**src/rtl/bist_pkg.sv**
```systemverilog
// -----------------------------------------------------------------------------
// bist_pkg
// Shared definitions for the BIST run controller:
//   - 3-bit state encodings (ST_*) for the run FSM
//   - clog2 helper used to size the phase counter
// No ports (package).
// -----------------------------------------------------------------------------
package bist_pkg;

    typedef logic [2:0] state_t;

    localparam state_t ST_IDLE  = 3'd0;
    localparam state_t ST_INIT  = 3'd1;
    localparam state_t ST_RUN   = 3'd2;
    localparam state_t ST_FLUSH = 3'd3;
    localparam state_t ST_CMP   = 3'd4;
    localparam state_t ST_DONE  = 3'd5;

    // Ceiling log2; clog2(1) = 0.
    function automatic int clog2(input int v);
        int r;
        int x;
        r = 0;
        x = v - 1;
        while (x > 0) begin
            r = r + 1;
            x = x >> 1;
        end
        return r;
    endfunction

endpackage

```
**src/rtl/bist_dcnt.sv**
```systemverilog
// -----------------------------------------------------------------------------
// bist_dcnt
// Loadable down-counter that saturates at zero (never wraps).
// Ports:
//   clk      in   rising-edge clock
//   reset    in   asynchronous, active-high; clears the count
//   load_i   in   load value_i (has priority over dec_i)
//   value_i  in   W-bit load value
//   dec_i    in   decrement by one while non-zero
//   zero_o   out  count is zero
// -----------------------------------------------------------------------------
module bist_dcnt #(
    parameter int W = 4
) (
    input  logic         clk,
    input  logic         reset,
    input  logic         load_i,
    input  logic [W-1:0] value_i,
    input  logic         dec_i,
    output logic         zero_o
);

    logic [W-1:0] cnt_q;
    logic [W-1:0] cnt_d;

    always_comb begin
        cnt_d = cnt_q;
        if (load_i) begin
            cnt_d = value_i;
        end else if (dec_i && (cnt_q != '0)) begin
            cnt_d = cnt_q - W'(1);
        end
    end

    always_ff @(posedge clk or posedge reset) begin
        if (reset) begin
            cnt_q <= '0;
        end else begin
            cnt_q <= cnt_d;
        end
    end

    assign zero_o = (cnt_q == '0);

endmodule

```
**src/rtl/bist_sig_ctrl.sv**
```systemverilog
// -----------------------------------------------------------------------------
// bist_sig_ctrl
// BIST run controller and signature checker, sitting after the MISR.
// A run seeds the TPG/MISR pair for one cycle, enables both for PAT_CNT
// cycles, keeps only the MISR running for FLUSH_CYC cycles to drain the CUT
// pipeline, then captures the MISR signature and compares it to GOLDEN.
// The result is held until the next run or reset.
// Ports:
//   clk        in   rising-edge clock
//   reset      in   asynchronous, active-high
//   start      in   request a run (honoured in IDLE and DONE only)
//   abort      in   cancel an active run, back to IDLE without a result
//   sig_in     in   SIG_W-bit MISR state
//   seed_o     out  one-cycle seed pulse to the TPG/MISR
//   tpg_en_o   out  TPG advance enable
//   misr_en_o  out  MISR enable
//   busy_o     out  run in progress
//   done_o     out  result valid
//   pass_o     out  captured signature matched GOLDEN (qualified by done_o)
//   sig_o      out  SIG_W-bit captured signature
// -----------------------------------------------------------------------------
module bist_sig_ctrl
    import bist_pkg::*;
#(
    parameter int               SIG_W     = 121,
    parameter int               PAT_CNT   = 1024,
    parameter int               FLUSH_CYC = 2,
    parameter logic [SIG_W-1:0] GOLDEN    = '0
) (
    input  logic             clk,
    input  logic             reset,
    input  logic             start,
    input  logic             abort,
    input  logic [SIG_W-1:0] sig_in,
    output logic             seed_o,
    output logic             tpg_en_o,
    output logic             misr_en_o,
    output logic             busy_o,
    output logic             done_o,
    output logic             pass_o,
    output logic [SIG_W-1:0] sig_o
);

    // One counter serves both RUN and FLUSH, so it is sized for the longer.
    localparam int CNT_W = clog2((PAT_CNT > FLUSH_CYC) ? PAT_CNT + 1 : FLUSH_CYC + 1);
    localparam logic [CNT_W-1:0] RUN_LD   = CNT_W'(PAT_CNT - 1);
    localparam logic [CNT_W-1:0] FLUSH_LD = CNT_W'((FLUSH_CYC > 0) ? FLUSH_CYC - 1 : 0);

    state_t           state_q;
    state_t           state_d;
    logic             cnt_load;
    logic [CNT_W-1:0] cnt_value;
    logic             cnt_dec;
    logic             cnt_zero;
    logic [SIG_W-1:0] sig_q;
    logic [SIG_W-1:0] sig_d;
    logic             pass_q;
    logic             pass_d;

    bist_dcnt #(
        .W (CNT_W)
    ) u_dcnt (
        .clk     (clk),
        .reset   (reset),
        .load_i  (cnt_load),
        .value_i (cnt_value),
        .dec_i   (cnt_dec),
        .zero_o  (cnt_zero)
    );

    // State register
    always_ff @(posedge clk or posedge reset) begin
        if (reset) begin
            state_q <= ST_IDLE;
        end else begin
            state_q <= state_d;
        end
    end

    // Next state and counter control. abort outranks every other transition
    // in the busy states; it is ignored in IDLE and DONE.
    always_comb begin
        state_d   = state_q;
        cnt_load  = 1'b0;
        cnt_value = RUN_LD;
        cnt_dec   = 1'b0;
        case (state_q)
            ST_IDLE: begin
                if (start) begin
                    state_d = ST_INIT;
                end
            end
            ST_INIT: begin
                cnt_load = 1'b1;
                if (abort) begin
                    state_d = ST_IDLE;
                end else begin
                    state_d = ST_RUN;
                end
            end
            ST_RUN: begin
                cnt_dec = 1'b1;
                if (abort) begin
                    state_d = ST_IDLE;
                end else if (cnt_zero) begin
                    if (FLUSH_CYC > 0) begin
                        state_d   = ST_FLUSH;
                        cnt_load  = 1'b1;
                        cnt_value = FLUSH_LD;
                    end else begin
                        state_d = ST_CMP;
                    end
                end
            end
            ST_FLUSH: begin
                cnt_dec = 1'b1;
                if (abort) begin
                    state_d = ST_IDLE;
                end else if (cnt_zero) begin
                    state_d = ST_CMP;
                end
            end
            ST_CMP: begin
                if (abort) begin
                    state_d = ST_IDLE;
                end else begin
                    state_d = ST_DONE;
                end
            end
            ST_DONE: begin
                if (start) begin
                    state_d = ST_INIT;
                end
            end
            default: begin
                state_d = ST_IDLE;
            end
        endcase
    end

    // Signature capture: only a CMP cycle that is not aborted updates the
    // result, so an aborted run leaves the previous signature and verdict.
    always_comb begin
        sig_d  = sig_q;
        pass_d = pass_q;
        if ((state_q == ST_CMP) && !abort) begin
            sig_d  = sig_in;
            pass_d = (sig_in == GOLDEN);
        end
    end

    always_ff @(posedge clk or posedge reset) begin
        if (reset) begin
            sig_q  <= '0;
            pass_q <= 1'b0;
        end else begin
            sig_q  <= sig_d;
            pass_q <= pass_d;
        end
    end

    // Output decode: from state and capture registers only. The MISR must be
    // enabled during INIT as well, since it only takes the seed while enabled.
    always_comb begin
        seed_o    = 1'b0;
        tpg_en_o  = 1'b0;
        misr_en_o = 1'b0;
        busy_o    = 1'b0;
        done_o    = 1'b0;
        case (state_q)
            ST_INIT: begin
                seed_o    = 1'b1;
                misr_en_o = 1'b1;
                busy_o    = 1'b1;
            end
            ST_RUN: begin
                tpg_en_o  = 1'b1;
                misr_en_o = 1'b1;
                busy_o    = 1'b1;
            end
            ST_FLUSH: begin
                misr_en_o = 1'b1;
                busy_o    = 1'b1;
            end
            ST_CMP: begin
                busy_o = 1'b1;
            end
            ST_DONE: begin
                done_o = 1'b1;
            end
            default: begin
                busy_o = 1'b0;
            end
        endcase
        pass_o = pass_q && done_o;
        sig_o  = sig_q;
    end

endmodule
```
**config.mk**
```make
export PLATFORM = sky130hd
export DESIGN_NAME = bist_sig_ctrl
export DESIGN_NICKNAME = d
export VERILOG_FILES = /design/src/rtl/bist_pkg.sv /design/src/rtl/bist_dcnt.sv /design/src/rtl/bist_sig_ctrl.sv
export SDC_FILE = /design/constraint.sdc
export NUM_CORES = 1
export LEC_CHECK = 0
export BUFFER_PORTS_ARGS = -buffer_cell sky130_fd_sc_hd__buf_2
export CAP_MARGIN = 5
export CORE_ASPECT_RATIO = 1.75
export CORE_UTILIZATION = 47
export DETAILED_ROUTE_END_ITERATION = 8
export HOLD_SLACK_MARGIN = 0.05
export PLACE_DENSITY = 0.86
export SETUP_SLACK_MARGIN = 0.15
export SLEW_MARGIN = 0
export SYNTH_ARGS = -nofsm -noshare
export SYNTH_HDL_FRONTEND = slang
export SYNTH_HIERARCHICAL = 1
export SYNTH_SLANG_ARGS = --single-unit
```
**constraint.sdc**
```tcl
create_clock -name clk -period 4.7 [get_ports clk]
set_clock_uncertainty 0.05 [all_clocks]
set_input_delay 0.94 -clock clk [delete_from_list [all_inputs] [get_ports clk]]
set_output_delay 0.94 -clock clk [all_outputs]
set_load 0.05 [all_outputs]
```
==> flow_results.xml <==
<?xml version="1.0" encoding="UTF-8"?>
<metrics>
  <group name="layout">
    <metric name="instances_no_fill" unit="">815</metric>
    <metric name="layout.core_utilization" unit="%">63.8</metric>
    <metric name="synthToLayoutAreaGrowth" unit="%">32.6</metric>
    <metric name="finalNetCount" unit="">794</metric>
    <metric name="drive_above_1_share" unit="%">51.1</metric>
    <metric name="seqCellArea" unit="um2">3400</metric>
    <metric name="area_of_combinational_cells_with_multiple_inputs" unit="um2">2170</metric>
    <metric name="nFillCells" unit="">903</metric>
  </group>
  <group name="placement">
    <metric name="dpl.hpwl" unit="mm">10.9</metric>
    <metric name="dp_slack" unit="ns">1.77</metric>
    <metric name="gp_congestion" unit="">0.841</metric>
    <metric name="numPortBuffers" unit="">251</metric>
    <metric name="placedCellCount" unit="">786</metric>
  </group>
  <group name="pwr">
    <metric name="cell_internal_pwr" unit="mW">2.29</metric>
    <metric name="total_switching_power" unit="mW">1.09</metric>
    <metric name="leakage" unit="nW">3.89</metric>
    <metric name="sequentialPowerShare" unit="%">41.2</metric>
    <metric name="power_density" unit="nW/um2">444</metric>
    <metric name="total_power" unit="mW">3.38</metric>
    <metric name="peakVddDrop" unit="mV">0.358</metric>
    <metric name="comb_power_share" unit="%">22.1</metric>
    <metric name="power.share.switching" unit="%">32.3</metric>
    <metric name="power_frac_clock" unit="%">36.7</metric>
  </group>
  <group name="global_route">
    <metric name="grt_start_max_net_pins" unit="">84</metric>
    <metric name="grt_use_total" unit="%">23.5</metric>
    <metric name="globalRoute.totalOverflow" unit="">0</metric>
    <metric name="grt_antenna_before_repair" unit="">1</metric>
    <metric name="grt_first_pass_wirelength" unit="mm">22.7</metric>
    <metric name="grt_pass1_vias" unit="">4692</metric>
  </group>
  <group name="timing">
    <metric name="clock.fmax" unit="MHz">334</metric>
    <metric name="maxSlewViolCount" unit="">0</metric>
    <metric name="final_setup_tns" unit="ns">0</metric>
    <metric name="finalSetupViolCount" unit="">0</metric>
    <metric name="worst_slack" unit="ns">1.71</metric>
    <metric name="timing.max_slew.rel_slack" unit="%">30.5</metric>
    <metric name="worst-slew-pin-transition" unit="ns">1.04</metric>
    <metric name="rsz_0062_raised_after_global_routing" unit="">no</metric>
    <metric name="finalWorstPathRequiredPeriod" unit="ns">2.99</metric>
    <metric name="finalHoldViolations" unit="">0</metric>
    <metric name="timing.final.crit_share" unit="%">63.7</metric>
  </group>
  <group name="clocking">
    <metric name="cts.repair_timing.setup_buffer_count" unit="">0</metric>
    <metric name="tritoncts" unit="">done</metric>
    <metric name="cts_repair_resize_count" unit="">0</metric>
    <metric name="tritoncts_num_sinks" unit="">136</metric>
    <metric name="htreeDepth" unit="">4</metric>
    <metric name="cts-hold-fix-buffers" unit="">0</metric>
    <metric name="insertion_delay" unit="ns">0.40</metric>
    <metric name="clockRootBuffer" unit="">sky130_fd_sc_hd__clkbuf_16</metric>
    <metric name="cts_inserted_buffers" unit="">17</metric>
    <metric name="clk_pin_slew_worst_setup_hold_paths" unit="ns">0.06</metric>
    <metric name="clockBufferDepth" unit="">2</metric>
  </group>
  <group name="hold_path">
    <metric name="worstHoldPathType" unit="">flop to flop</metric>
    <metric name="min_delay_path_depth" unit="">1</metric>
    <metric name="hold_path_end" unit="">sig_o[48]</metric>
    <metric name="min-delay-start" unit="">sig_o[48]</metric>
  </group>
  <group name="setup_path">
    <metric name="endpoint_arrival_time_on_the_critical_path" unit="ns">3.23</metric>
    <metric name="reg2reg_to" unit="">u_dcnt/cnt_q[9]</metric>
    <metric name="reg2regPathDepth" unit="">10</metric>
    <metric name="peak_fanout_along_the_critical_path" unit="">19</metric>
    <metric name="start_of_the_worst_register_to_register_path" unit="">u_dcnt/cnt_q[0]</metric>
    <metric name="critical_path_required" unit="ns">4.93</metric>
    <metric name="timing.critical_path.from_type" unit="">flop</metric>
    <metric name="category_of_the_most_critical_setup_path" unit="">flop to flop</metric>
    <metric name="ff2ff_setup_slack" unit="ns">1.71</metric>
    <metric name="crit_start" unit="">u_dcnt/cnt_q[0]</metric>
    <metric name="critPathCaptureType" unit="">flop</metric>
  </group>
  <group name="synth">
    <metric name="netlist-cell-type-count" unit="">46</metric>
    <metric name="synth-edff-count" unit="">0</metric>
    <metric name="synth.net_count" unit="">538</metric>
    <metric name="synth_area_per_cell" unit="um2">13.9</metric>
    <metric name="ys.warnings.count" unit="">6</metric>
    <metric name="synth_cells" unit="">412</metric>
    <metric name="async_reset_ff_share" unit="%">100</metric>
    <metric name="synth_flop_cell" unit="">sky130_fd_sc_hd__dfrtp_1</metric>
    <metric name="netlist_area" unit="um2">5750</metric>
    <metric name="synth-seq-cells" unit="">136</metric>
    <metric name="seq_area_frac_synth" unit="%">59.2</metric>
  </group>
  <group name="detailed_routing">
    <metric name="vias" unit="">4388</metric>
    <metric name="route.antenna.remaining_nets" unit="">0</metric>
    <metric name="detail_route.wirelength" unit="mm">14.3</metric>
    <metric name="dr.first_iter.drc_count" unit="">139</metric>
    <metric name="post_drt_via_cell_ratio" unit="">5.38</metric>
    <metric name="wire_per_inst" unit="um">17.6</metric>
    <metric name="post-route-drc-count" unit="">0</metric>
    <metric name="drt_first_pass_iters" unit="">4</metric>
  </group>
  <group name="die">
    <metric name="floorplan.io_pins" unit="">252</metric>
    <metric name="die_height" unit="um">148</metric>
    <metric name="die_w" unit="um">85.6</metric>
    <metric name="placement_rows" unit="">53</metric>
    <metric name="placeableCoreArea" unit="um2">11900</metric>
    <metric name="fp.dieArea" unit="um2">12700</metric>
    <metric name="effective_utilization_at_floorplan" unit="%">48.1</metric>
  </group>
  <group name="status">
    <metric name="run_status" unit="">finished clean</metric>
  </group>
  <group name="flow_run">
    <metric name="drv.max_cap_violation_count" unit="">0</metric>
  </group>
</metrics>
## layer usage
metal	vias up	track usage [%]	wire length [um]
met2	189	42.1	7800
met3	33	6.10	668
met4	0	11.2	483
li1	2022	-	-
met5	-	0	0
met1	2144	25.4	5350
## flip-flops by register name, summed over array words and instances (netlist names)
| register | count |
|---|---|
| pass_q | 1 |
| sig_o | 121 |
| u_dcnt/cnt_q | 11 |
| state_q | 3 |
## area by class of cell
class / count / area share (%)
tap: 137 / 2.25
clock inverter: 9 / 1.38
clock buffer: 19 / 5.81
sequential: 136 / 44.7
inverter: 8 / 0.427
multi-input combinational: 249 / 28.5
timing repair buffer: 256 / 17.0
antenna: 1 / 0.0328
## worst max-delay path by stage
| stage | to | slack [ns] |
|---|---|---|
| 2_1_floorplan | pass_q | 0.38 |
| 3_3_place_gp | u_dcnt/cnt_q[9] | 1.85 |
| 3_5_place_dp | u_dcnt/cnt_q[9] | 1.77 |
| 4_1_cts | u_dcnt/cnt_q[9] | 1.74 |
| 5_1_grt | u_dcnt/cnt_q[9] | 1.47 |
| 6_report | u_dcnt/cnt_q[9] | 1.71 |
## cell usage after synthesis, types with 3 or more instances
master / n / area (um2)
sky130_fd_sc_hd__nand4_1: 8 / 50.1
sky130_fd_sc_hd__nand2_1: 14 / 52.6
sky130_fd_sc_hd__inv_1: 7 / 26.3
sky130_fd_sc_hd__mux2_1: 69 / 777
sky130_fd_sc_hd__clkbuf_1: 3 / 11.3
sky130_fd_sc_hd__a21oi_1: 4 / 20.0
sky130_fd_sc_hd__nand3_1: 3 / 15.0
sky130_fd_sc_hd__nor2_1: 11 / 41.3
sky130_fd_sc_hd__nor3_1: 3 / 15.0
sky130_fd_sc_hd__buf_6: 8 / 90.1
sky130_fd_sc_hd__nor4_1: 33 / 206
sky130_fd_sc_hd__buf_2: 6 / 30.0
sky130_fd_sc_hd__mux2_2: 53 / 597
sky130_fd_sc_hd__nor2b_1: 5 / 31.3
sky130_fd_sc_hd__dfrtp_1: 136 / 3400
sky130_fd_sc_hd__o21ai_0: 10 / 50.1
sky130_fd_sc_hd__xnor2_1: 4 / 35.0
## cell families (layout without fill, tap and decap cells)
| family | after synthesis | after routing | share of synthesized area [%] |
|---|---|---|---|
| buffers and inverters | 27 | 292 | 3.01 |
| XOR/XNOR | 4 | 4 | 0.610 |
| adder cells (fa/ha/maj) | 1 | 1 | 0.218 |
| other | 2 | 3 | 0.131 |
| multiplexers | 123 | 123 | 24.1 |
| AND/OR/NAND/NOR | 90 | 90 | 9.28 |
| flip-flops | 136 | 136 | 59.2 |
| AO/OA/AOI/OAI | 29 | 29 | 3.44 |
## power by group through the flow
stage / sequential (mW) / combinational, mW / clock [mW]
after floorplan: 1.70 / 0.226 / 0
after CTS: 1.39 / 0.750 / 1.27
after global placement: 1.40 / 0.728 / 0
final: 1.40 / 0.746 / 1.24
after global routing: 1.41 / 0.788 / 1.32
after detailed placement: 1.41 / 0.745 / 0
## placed cells by master, fill, tap and decap left out, types with 4 or more instances in the layout
cell type,count
sky130_fd_sc_hd__nand2_1,14
sky130_fd_sc_hd__clkinvlp_4,4
sky130_fd_sc_hd__nor2_1,11
sky130_fd_sc_hd__o21ai_0,10
sky130_fd_sc_hd__dfrtp_1,136
sky130_fd_sc_hd__nand4_1,8
sky130_fd_sc_hd__nor2b_1,5
sky130_fd_sc_hd__nor4_1,33
sky130_fd_sc_hd__a21oi_1,4
sky130_fd_sc_hd__clkbuf_16,17
sky130_fd_sc_hd__buf_4,5
sky130_fd_sc_hd__inv_1,6
sky130_fd_sc_hd__xnor2_1,4
sky130_fd_sc_hd__mux2_1,69
sky130_fd_sc_hd__buf_2,251
sky130_fd_sc_hd__mux2_2,53
## through the flow
| step | hold WS (ns) | cell area [um2] |
|---|---|---|
| 2_1_floorplan | 0.474 | 5750 |
| 3_3_place_gp | 0.413 | 7070 |
| 3_5_place_dp | 0.419 | 7070 |
| 4_1_cts | 0.431 | 7620 |
| 5_1_grt | 0.445 | 7620 |
| 6_report | 0.427 | 7620 |
## worst max-delay path, cell delays in order, from the launching register on
cell and delay (ns):
sky130_fd_sc_hd__dfrtp_1 0.41, sky130_fd_sc_hd__inv_1 0.07, sky130_fd_sc_hd__ha_1 0.17, sky130_fd_sc_hd__nor3b_1 0.53, sky130_fd_sc_hd__nand3_1 0.28, sky130_fd_sc_hd__inv_1 0.21, sky130_fd_sc_hd__nand3b_1 0.33, sky130_fd_sc_hd__o21ai_0 0.18
sky130_fd_sc_hd__buf_4 0.23, sky130_fd_sc_hd__a2111oi_0 0.09, sky130_fd_sc_hd__a221o_1 0.31
No activity file was read; power rests on OpenSTA's default activity.
